$ cat config.mk
export PLATFORM = sky130hd
export DESIGN_NAME = matmul_tile_scheduler_flat
export DESIGN_NICKNAME = d
export VERILOG_FILES = /design/src/rtl/matmul_tile_scheduler_if.sv /design/src/rtl/matmul_tile_scheduler.sv /design/src/flat_wrapper.sv
export SDC_FILE = /design/constraint.sdc
export NUM_CORES = 1
export LEC_CHECK = 0
export CAP_MARGIN = 40
export CORE_ASPECT_RATIO = 0.7
export CORE_UTILIZATION = 53
export CTS_BUF_LIST = sky130_fd_sc_hd__clkbuf_8
export CTS_CLUSTER_DIAMETER = 120
export DETAILED_ROUTE_END_ITERATION = 8
export MAX_ROUTING_LAYER = met4
export PLACE_DENSITY = 0.81
export SLEW_MARGIN = 20
export SYNTH_ARGS = -nofsm -noshare
export SYNTH_HDL_FRONTEND = slang
export SYNTH_SLANG_ARGS = --single-unit
$ cat constraint.sdc
create_clock -name clk -period 2 [get_ports clk]
set_input_delay 0.4 -clock clk [delete_from_list [all_inputs] [get_ports clk]]
set_output_delay 0.4 -clock clk [all_outputs]
set_load 0.1 [all_outputs]
$ cat src/rtl/matmul_tile_scheduler_if.sv
// Host, core and writeback signals of the matmul tile scheduler.
// The scheduler drives the master side; host, core and writeback sit on the slave side.
interface matmul_tile_scheduler_if #(
    parameter int TW = 2,
    parameter int SW = 3
);
    logic          start;
    logic          abort;
    logic          busy;
    logic          done;
    logic          err;
    logic          core_start;
    logic          core_done;
    logic [TW-1:0] core_ti;
    logic [TW-1:0] core_tj;
    logic [TW-1:0] core_tk;
    logic [SW-1:0] core_rows;
    logic [SW-1:0] core_cols;
    logic [SW-1:0] core_depth;
    logic          core_first;
    logic          core_last;
    logic          wb_valid;
    logic          wb_ready;

    modport master (
        input  start, abort, core_done, wb_ready,
        output busy, done, err, core_start,
        output core_ti, core_tj, core_tk,
        output core_rows, core_cols, core_depth,
        output core_first, core_last, wb_valid
    );

    modport slave (
        output start, abort, core_done, wb_ready,
        input  busy, done, err, core_start,
        input  core_ti, core_tj, core_tk,
        input  core_rows, core_cols, core_depth,
        input  core_first, core_last, wb_valid
    );
endinterface

$ cat src/rtl/matmul_tile_scheduler.sv
// Walks the (ti,tj,tk) tile space of an N x N matmul through one M x M core,
// tk innermost, handing each finished C tile to writeback.
module matmul_tile_scheduler #(
    parameter int N       = 10,
    parameter int M       = 4,
    parameter int TIMEOUT = 1024
) (
    input  logic                      clk,
    input  logic                      rst,
    matmul_tile_scheduler_if.master   bus
);
    localparam int T  = (N + M - 1) / M;
    localparam int TW = (T > 1) ? $clog2(T) : 1;
    localparam int SW = $clog2(M + 1);
    localparam int CW = (TIMEOUT > 2) ? $clog2(TIMEOUT) : 1;

    localparam logic [TW-1:0] T_LAST = TW'(T - 1);
    localparam logic [SW-1:0] S_FULL = SW'(M);
    localparam logic [SW-1:0] S_EDGE = SW'(N - (T - 1) * M);
    localparam logic [CW-1:0] C_TRIP = CW'(TIMEOUT - 2);

    localparam logic [2:0] S_IDLE  = 3'd0;
    localparam logic [2:0] S_ISSUE = 3'd1;
    localparam logic [2:0] S_WAIT  = 3'd2;
    localparam logic [2:0] S_WB    = 3'd3;
    localparam logic [2:0] S_NEXT  = 3'd4;
    localparam logic [2:0] S_FIN   = 3'd5;
    localparam logic [2:0] S_ERR   = 3'd6;

    logic [2:0]    state;
    logic [TW-1:0] ti, tj, tk;
    logic [CW-1:0] cnt;
    logic          err_q;
    logic          busy_w;

    assign busy_w = (state == S_ISSUE) || (state == S_WAIT) ||
                    (state == S_WB)    || (state == S_NEXT);

    always_ff @(posedge clk or negedge rst) begin
        if (!rst) begin
            state <= S_IDLE;
            ti    <= '0;
            tj    <= '0;
            tk    <= '0;
            cnt   <= '0;
            err_q <= 1'b0;
        end else if (bus.abort && busy_w) begin
            state <= S_IDLE;
        end else begin
            case (state)
                S_IDLE, S_ERR: begin
                    if (bus.start) begin
                        state <= S_ISSUE;
                        ti    <= '0;
                        tj    <= '0;
                        tk    <= '0;
                        err_q <= 1'b0;
                    end
                end
                S_ISSUE: begin
                    cnt   <= '0;
                    state <= S_WAIT;
                end
                S_WAIT: begin
                    // The trip fires in the cycle the counter would reach TIMEOUT-1; core_done still wins.
                    if (bus.core_done) begin
                        state <= (tk == T_LAST) ? S_WB : S_NEXT;
                    end else if (cnt == C_TRIP) begin
                        state <= S_ERR;
                        err_q <= 1'b1;
                    end else begin
                        cnt <= cnt + 1'b1;
                    end
                end
                S_NEXT: begin
                    tk    <= tk + 1'b1;
                    state <= S_ISSUE;
                end
                S_WB: begin
                    if (bus.wb_ready) begin
                        tk <= '0;
                        if (tj == T_LAST) begin
                            tj <= '0;
                            if (ti == T_LAST) begin
                                ti    <= '0;
                                state <= S_FIN;
                            end else begin
                                ti    <= ti + 1'b1;
                                state <= S_ISSUE;
                            end
                        end else begin
                            tj    <= tj + 1'b1;
                            state <= S_ISSUE;
                        end
                    end
                end
                S_FIN:   state <= S_IDLE;
                default: state <= S_IDLE;
            endcase
        end
    end

    assign bus.busy       = busy_w;
    assign bus.done       = (state == S_FIN);
    assign bus.err        = err_q;
    assign bus.core_start = (state == S_ISSUE);
    assign bus.wb_valid   = (state == S_WB);
    assign bus.core_ti    = ti;
    assign bus.core_tj    = tj;
    assign bus.core_tk    = tk;

    // Extent and accumulator flags are only meaningful during a run, so they read 0 while idle.
    assign bus.core_rows  = !busy_w ? '0 : ((ti == T_LAST) ? S_EDGE : S_FULL);
    assign bus.core_cols  = !busy_w ? '0 : ((tj == T_LAST) ? S_EDGE : S_FULL);
    assign bus.core_depth = !busy_w ? '0 : ((tk == T_LAST) ? S_EDGE : S_FULL);
    assign bus.core_first = busy_w && (tk == '0);
    assign bus.core_last  = busy_w && (tk == T_LAST);
endmodule

$ cat src/flat_wrapper.sv
// flat-port wrapper written by rule: the top's interface ports become plain ports
module matmul_tile_scheduler_flat 
#(
    parameter int N       = 10,
    parameter int M       = 4,
    parameter int TIMEOUT = 1024
)
  (clk, rst, bus_start, bus_abort, bus_core_done, bus_wb_ready, bus_busy, bus_done, bus_err, bus_core_start, bus_core_ti, bus_core_tj, bus_core_tk, bus_core_rows, bus_core_cols, bus_core_depth, bus_core_first, bus_core_last, bus_wb_valid);
  matmul_tile_scheduler_if #(.TW((2)), .SW((3))) bus_i ();
  input  logic clk;
  input  logic rst;
  input wire logic [$bits(bus_i.start)-1:0] bus_start;
  input wire logic [$bits(bus_i.abort)-1:0] bus_abort;
  input wire logic [$bits(bus_i.core_done)-1:0] bus_core_done;
  input wire logic [$bits(bus_i.wb_ready)-1:0] bus_wb_ready;
  output wire logic [$bits(bus_i.busy)-1:0] bus_busy;
  output wire logic [$bits(bus_i.done)-1:0] bus_done;
  output wire logic [$bits(bus_i.err)-1:0] bus_err;
  output wire logic [$bits(bus_i.core_start)-1:0] bus_core_start;
  output wire logic [$bits(bus_i.core_ti)-1:0] bus_core_ti;
  output wire logic [$bits(bus_i.core_tj)-1:0] bus_core_tj;
  output wire logic [$bits(bus_i.core_tk)-1:0] bus_core_tk;
  output wire logic [$bits(bus_i.core_rows)-1:0] bus_core_rows;
  output wire logic [$bits(bus_i.core_cols)-1:0] bus_core_cols;
  output wire logic [$bits(bus_i.core_depth)-1:0] bus_core_depth;
  output wire logic [$bits(bus_i.core_first)-1:0] bus_core_first;
  output wire logic [$bits(bus_i.core_last)-1:0] bus_core_last;
  output wire logic [$bits(bus_i.wb_valid)-1:0] bus_wb_valid;
  assign bus_i.start = bus_start;
  assign bus_i.abort = bus_abort;
  assign bus_i.core_done = bus_core_done;
  assign bus_i.wb_ready = bus_wb_ready;
  assign bus_busy = bus_i.busy;
  assign bus_done = bus_i.done;
  assign bus_err = bus_i.err;
  assign bus_core_start = bus_i.core_start;
  assign bus_core_ti = bus_i.core_ti;
  assign bus_core_tj = bus_i.core_tj;
  assign bus_core_tk = bus_i.core_tk;
  assign bus_core_rows = bus_i.core_rows;
  assign bus_core_cols = bus_i.core_cols;
  assign bus_core_depth = bus_i.core_depth;
  assign bus_core_first = bus_i.core_first;
  assign bus_core_last = bus_i.core_last;
  assign bus_wb_valid = bus_i.wb_valid;
  matmul_tile_scheduler #(.N(N), .M(M), .TIMEOUT(TIMEOUT)) u_core (.clk(clk), .rst(rst), .bus(bus_i));
endmodule
==> results of run 1 <==
## state kept, by name (all words and copies together), names as in the netlist
signal / flops
u_core.bus.err: 1
u_core.cnt: 10
u_core.bus.core_tk: 2
u_core.bus.core_ti: 2
u_core.bus.core_tj: 2
u_core.state: 3
## per-layer routing
layer	GRT usage	vias up	wire length, um
li1	-	679	-
met1	0.444	770	1940
met2	0.537	127	2230
met3	0.0875	28	538
met4	0.124	0	215
met5	-	-	0
## synth_stat cells (2+ instances only)
| master | number | area [sq um] |
|---|---|---|
| dfrtp_1 | 20 | 500 |
| a211oi_1 | 2 | 15.0 |
| mux2_1 | 2 | 22.5 |
| a21oi_1 | 10 | 50.1 |
| buf_2 | 2 | 10.0 |
| nand3_1 | 4 | 20.0 |
| o21ai_0 | 6 | 30.0 |
| o31ai_1 | 7 | 52.6 |
| or4_1 | 8 | 60.1 |
| buf_1 | 2 | 7.51 |
| buf_4 | 5 | 37.5 |
| clkbuf_1 | 3 | 11.3 |
| o32ai_1 | 2 | 17.5 |
| nand2b_1 | 3 | 18.8 |
| and2_1 | 4 | 25.0 |
| and3_1 | 2 | 12.5 |
| and4_1 | 2 | 17.5 |
| nor2_1 | 9 | 33.8 |
| ha_1 | 4 | 50.1 |
| a31oi_1 | 4 | 25.0 |
| inv_1 | 10 | 37.5 |
| nor2b_1 | 4 | 25.0 |
| o2111ai_1 | 2 | 17.5 |
| xor2_1 | 2 | 17.5 |
| a22o_1 | 3 | 26.3 |
| nand2_1 | 8 | 30.0 |
| nor3_1 | 4 | 20.0 |
| nand4_1 | 2 | 12.5 |
## cells by family (layout without fill, tap and decap cells)
group,Yosys count,after routing,share of synthesized area
and+or+nand+nor,59,59,0.264
AOI/OAI and AO/OA,47,47,0.237
buffers and inverters,22,67,0.0721
DFF,20,20,0.348
adders and majority gates,4,4,0.0348
xor gates and xnor gates,3,3,0.0182
muxes,3,3,0.0235
other,1,3,0.00260
## worst paths after layout
check	cells past startpoint	from	endpoint	slack, ps
min in group clk	1	u_core.bus.core_tk[0]	u_core.bus.core_tk[0]	570
max in group asynchronous	2	rst	u_core.state[0]	1270
hold / removal	2	rst	u_core.bus.core_tk[1]	480
setup / recovery	4	u_core.state[2]	bus_core_cols[2]	-30
hold reg to reg	1	u_core.bus.core_tk[0]	u_core.bus.core_tk[0]	570
setup reg to reg	5	u_core.state[2]	u_core.cnt[9]	10
## timing repair
item                                    4_1_cts  5_1_grt
endpoints found under the setup margin       15       11
pin swaps                                     0        1
resized for setup                             3        3
setup buffers                                 7        2
hold buffers                                  0        0
## final cells by class
class / count / area [sq um] / area share
tap: 34 / 42.5 / 0.0199
sequential: 20 / 512 / 0.240
multi-input combinational: 119 / 912 / 0.427
clock buffer: 4 / 55.1 / 0.0258
timing repair buffer: 53 / 573 / 0.268
inverter: 10 / 41.3 / 0.0193
## cell usage in the layout (no fill, tap or decap), types with 2 or more instances in the layout
| master | count |
|---|---|
| a21oi_1 | 10 |
| conb_1 | 3 |
| dfrtp_2 | 3 |
| nor2_4 | 3 |
| o31ai_1 | 7 |
| nor2_2 | 4 |
| inv_1 | 9 |
| o32ai_1 | 2 |
| buf_12 | 13 |
| nand4_1 | 2 |
| clkdlybuf4s50_1 | 5 |
| nand3_1 | 4 |
| buf_4 | 35 |
| ha_1 | 4 |
| a211oi_1 | 2 |
| nand2b_1 | 3 |
| or4_1 | 8 |
| and3_1 | 2 |
| nand2_1 | 8 |
| mux2_1 | 2 |
| dfrtp_4 | 2 |
| and4_1 | 2 |
| nor3_1 | 3 |
| o21ai_0 | 6 |
| a22o_1 | 3 |
| nor2b_1 | 4 |
| a31oi_1 | 4 |
| o2111ai_1 | 2 |
| dfrtp_1 | 15 |
| and2_4 | 3 |
| nor2_1 | 3 |
| clkbuf_8 | 4 |
## stage by stage
step	setup WS, ps	TNS, ps	hold slack, ps	area [sq um]	instances
2_1_floorplan	-449	-2610	104	1530	161
3_3_place_gp	-40.1	-264	531	1980	227
3_5_place_dp	-169	-951	559	1980	227
4_1_cts	16.6	0	485	2110	238
5_1_grt	-117	-276	490	2140	240
6_report	-34.4	-34.4	478	2140	240
## worst max-delay path, delay by kind of cell (launching register included)
kind | cells | cell delay (ps)
flip-flops | 1 | 560
buffers and inverters | 2 | 380
XOR/XNOR | 1 | 220
AND/OR/NAND/NOR | 1 | 200
==> results.sh, run 1 <==
export IMPL_status="finished with violations"
export IMPL_violations="negative setup slack"
export IMPL_cp_required_ps=1600
export IMPL_cts_root_buf="clkbuf_8"
export IMPL_cts_tree="built"
export IMPL_fill_cells=136
export IMPL_clkLatencyLatePin_ps=260
export IMPL_drive_gt1_frac=0.383
export IMPL_ys_flop_type="dfrtp_1"
export IMPL_post_route_util=0.849
export IMPL_routedWlPerCell_um=20.5
export IMPL_grt_first_pass_wirelength_mm=7.22
export IMPL_grt_max_degree=21
export IMPL_pin_count=28
export IMPL_port_buffers=24
export IMPL_place_hpwl_mm=3.04
export IMPL_maxCapViolations=0
export IMPL_drc=0
export IMPL_grt_pass1_vias=1474
export IMPL_antenna_found_initial=0
export IMPL_gp_congestion=0.928
export IMPL_area_delta_synth_final_pct=48.3
export IMPL_crit_fanout=10
export IMPL_h_tree_depth=1
export IMPL_grt_usage=0.346
export IMPL_max_stage_delay_ps=560
export IMPL_startpoint_type="flop"
export IMPL_die_w_um=64.3
export IMPL_endpoint_kind="output port"
export IMPL_drt_initial_drc_count=156
export IMPL_synth_edf_count=0
export IMPL_hold_class="primary input to async pin"
export IMPL_detail_route_vias_per_cell=6.68
export IMPL_core_area_sq_um=2510
export IMPL_rows=15
export IMPL_avgSynthCellArea_sq_um=9.06
export IMPL_finalSetupViolCount=1
export IMPL_path_cells="xor2_4 > buf_4 > nor2_2 > buf_12"
export IMPL_route_vias_total=1604
export IMPL_num_antenna_cells=0
export IMPL_start_util=0.573
export IMPL_finalClockSkew_ps=6.35
export IMPL_grt_overflow_total=0
export IMPL_yosysSeqAreaShare=0.348
export IMPL_async_flop_share=1.00
export IMPL_synth_distinct_cells=51
export IMPL_period_needed_ps=2030
export IMPL_fmax_mhz=492
export IMPL_ant_nets=0
export IMPL_worst_slack_ps=-34.4
export IMPL_clock_sinks=20
export IMPL_die_height_um=45.6
export IMPL_period_share=1.02
export IMPL_dieArea_sq_um=2930
export IMPL_synth_cells=159
export IMPL_slew_violations=0
export IMPL_synth_area_sq_um=1440
export IMPL_clk_pin_slew_ps=80
export IMPL_nets=217
export IMPL_synth_seq_cells=20
export IMPL_rsz0062_at_grt="true"
export IMPL_worstSetupPathType="flop to output port"
export IMPL_drt_total_wl_mm=4.93
export IMPL_cts_made_buffers=3
export IMPL_hold_viol=0
export IMPL_arrival_ps=1630
export IMPL_first_pass_iters=5
export IMPL_yosys_warnings=0
export IMPL_clockBufferDepth=2
export IMPL_worst_path_max_delay_cell="dfrtp_4"
Power of run 1 is left out: the tool's default activity adds up to more than one toggle a clock period on the data nets, which glitch-free logic cannot reach.
==> run 2: changes to the inputs <==
CELL_PAD_IN_SITES_DETAIL_PLACEMENT = 1   (was not set)
CELL_PAD_IN_SITES_GLOBAL_PLACEMENT = 2   (was not set)
CORE_UTILIZATION = 32   (was 53)
PLACE_DENSITY = not set   (was 0.81)
PLACE_DENSITY_LB_ADDON = 0.1   (was not set)
==> run 2 against run 1 <==
  * Worst setup slack better by 54 ps
  * The run now ends clean
  * Critical path depth is 1 higher
  * Via count is 10% lower
  * Die area is 63% higher
  * Wire length is 6.4% lower
  * Register-to-register slack better by 80 ps
  * Cell area is 2.1% higher
  * Clock skew is 1.0 ps higher
  * Largest cell class unchanged
  * Critical endpoint is now bus_core_rows[1]
==> results.sh, run 2 (same netlist as run 1, synthesis figures left out) <==
export IMPL_fmax_mhz=505
export IMPL_timing_rr_end="u_core.bus.core_ti[1]"
export IMPL_arrival_ps=1580
export IMPL_fill_cells=490
export IMPL_pin_count=28
export IMPL_largest_reg_flops=10
export IMPL_ant_nets=0
export IMPL_finalClockSkew_ps=7.37
export IMPL_routedWlPerCell_um=17.7
export IMPL_grt_overflow_total=0
export IMPL_endpoint_kind="output port"
export IMPL_vdd_drop_max_mv=1.27
export IMPL_first_pass_iters=4
export IMPL_rsz0062_at_grt="true"
export IMPL_grt_max_degree=21
export IMPL_core_area_sq_um=4330
export IMPL_drt_total_wl_mm=4.62
export IMPL_power_leakage_nw=0.934
export IMPL_status="complete, no violations"
export IMPL_antenna_found_initial=0
export IMPL_period_share=0.990
export IMPL_reg2reg_setup_slack_ps=90
export IMPL_power_density_nw_per_um2=1830
export IMPL_tns_ps=0
export IMPL_wl_met1_mm=2.30
export IMPL_wl_met3_um=180
export IMPL_clock_sinks=20
export IMPL_drc=0
export IMPL_num_antenna_cells=0
export IMPL_timing_rr_start="u_core.state[1]"
export IMPL_cts_made_buffers=3
export IMPL_cts_tree="built"
export IMPL_port_buffers=24
export IMPL_cts_root_buf="clkbuf_8"
export IMPL_cp_required_ps=1600
export IMPL_route_vias_total=1443
export IMPL_final_common_cell="buf_4"
export IMPL_crit_fanout=3
export IMPL_nets=217
export IMPL_startpoint_type="flop"
export IMPL_die_w_um=82.2
export IMPL_hold_class="primary input to async pin"
export IMPL_dieArea_sq_um=4780
export IMPL_placed_area_sq_um=2020
export IMPL_pre_cts_ws_ps=-146
export IMPL_rows=20
export IMPL_worst_slack_ps=19.3
export IMPL_area_delta_synth_final_pct=51.3
export IMPL_clk_pin_slew_ps=80
export IMPL_finalSetupViolCount=0
export IMPL_grt_usage=0.219
export IMPL_grt_pass1_vias=1410
export IMPL_fin_area_sq_um=2180
export IMPL_period_needed_ps=1980
export IMPL_gp_congestion=0.851
export IMPL_clockBufferDepth=2
export IMPL_maxCapViolations=0
export IMPL_top_layer_used="met4"
export IMPL_clkLatencyLatePin_ps=270
export IMPL_start_util=0.333
export IMPL_drive_gt1_frac=0.379
export IMPL_top_register="u_core.cnt"
export IMPL_worstSetupPathType="flop to output port"
export IMPL_drt_initial_drc_count=104
export IMPL_grt_first_pass_wirelength_mm=7.49
export IMPL_detail_route_vias_per_cell=5.53
export IMPL_reg_top3="u_core.cnt (10), u_core.state (3)"
export IMPL_slew_violations=0
export IMPL_h_tree_depth=1
export IMPL_die_height_um=58.1
export IMPL_place_hpwl_mm=3.45
export IMPL_hold_viol=0
export IMPL_final_cell_mix="buf_4 (33), buf_12 (15), dfrtp_1 (15)"
export IMPL_worstRegToRegCells=5
export IMPL_wl_met2_mm=2.10
-- run 2: cell counts in the layout (fill, tap and decap cells not counted) --
Identical to the previous run, type by type.
-- run 2: critical path, stage by stage (launching register included) --
cell and delay, ps:
dfrtp_2 460, nor2_4 170, xor2_4 210, clkinvlp_4 150, and2_4 160, buf_12 160
-- run 2: repair_timing --
item / in CTS / in global routing
pin swaps: 0 / 1
hold buffers: 0 / 0
endpoints found under the setup margin: 13 / 7
buffers inserted: 5 / 6
gates resized for setup: 3 / 2
-- run 2: worst max-delay path by stage --
stage	from	endpoint	slack, ps	cells past startpoint
after floorplan	u_core.state[1]	bus_core_first	-450	6
after CTS	u_core.state[2]	bus_core_last	1	4
after detailed placement	bus_abort	u_core.cnt[8]	-150	5
final	u_core.state[0]	bus_core_rows[1]	20	5
after global placement	bus_abort	u_core.cnt[7]	-100	5
after global routing	u_core.state[0]	bus_core_rows[1]	-40	5
-- run 2: final cells by class --
cell class	count	area, sq um	area share
Sequential cell	20	512	0.235
Clock buffer	4	55.1	0.0253
Inverter	10	41.3	0.0189
Multi-Input combinational cell	119	905	0.415
Timing Repair Buffer	53	598	0.274
Tap cell	55	68.8	0.0316
-- run 2: per-stage QoR --
step                std cells  utilization  hold WS [ps]  power [mW]
finish                    261        0.503           464        4.00
global route              261        0.503           503        4.18
CTS                       255        0.492           475        3.94
detailed placement        246        0.467           547        3.51
global placement          246        0.467           533        3.47
floorplan                 161            -           104        2.56
-- run 2: per-layer routing --
metal | up-vias | global-route usage
li1 | 679 | -
met1 | 729 | 0.321
met2 | 31 | 0.314
met3 | 4 | 0.0441
met4 | 0 | 0.0301
met5 | - | -
-- run 2: report_power, final --
part	internal [mW]	switching (mW)	total, mW
registers	0.487	0.123	0.611
clock network	0.176	0.145	0.320
logic	1.12	1.94	3.07
total	1.78	2.21	4.00
Note: power is estimated with default switching activity, not from simulation.
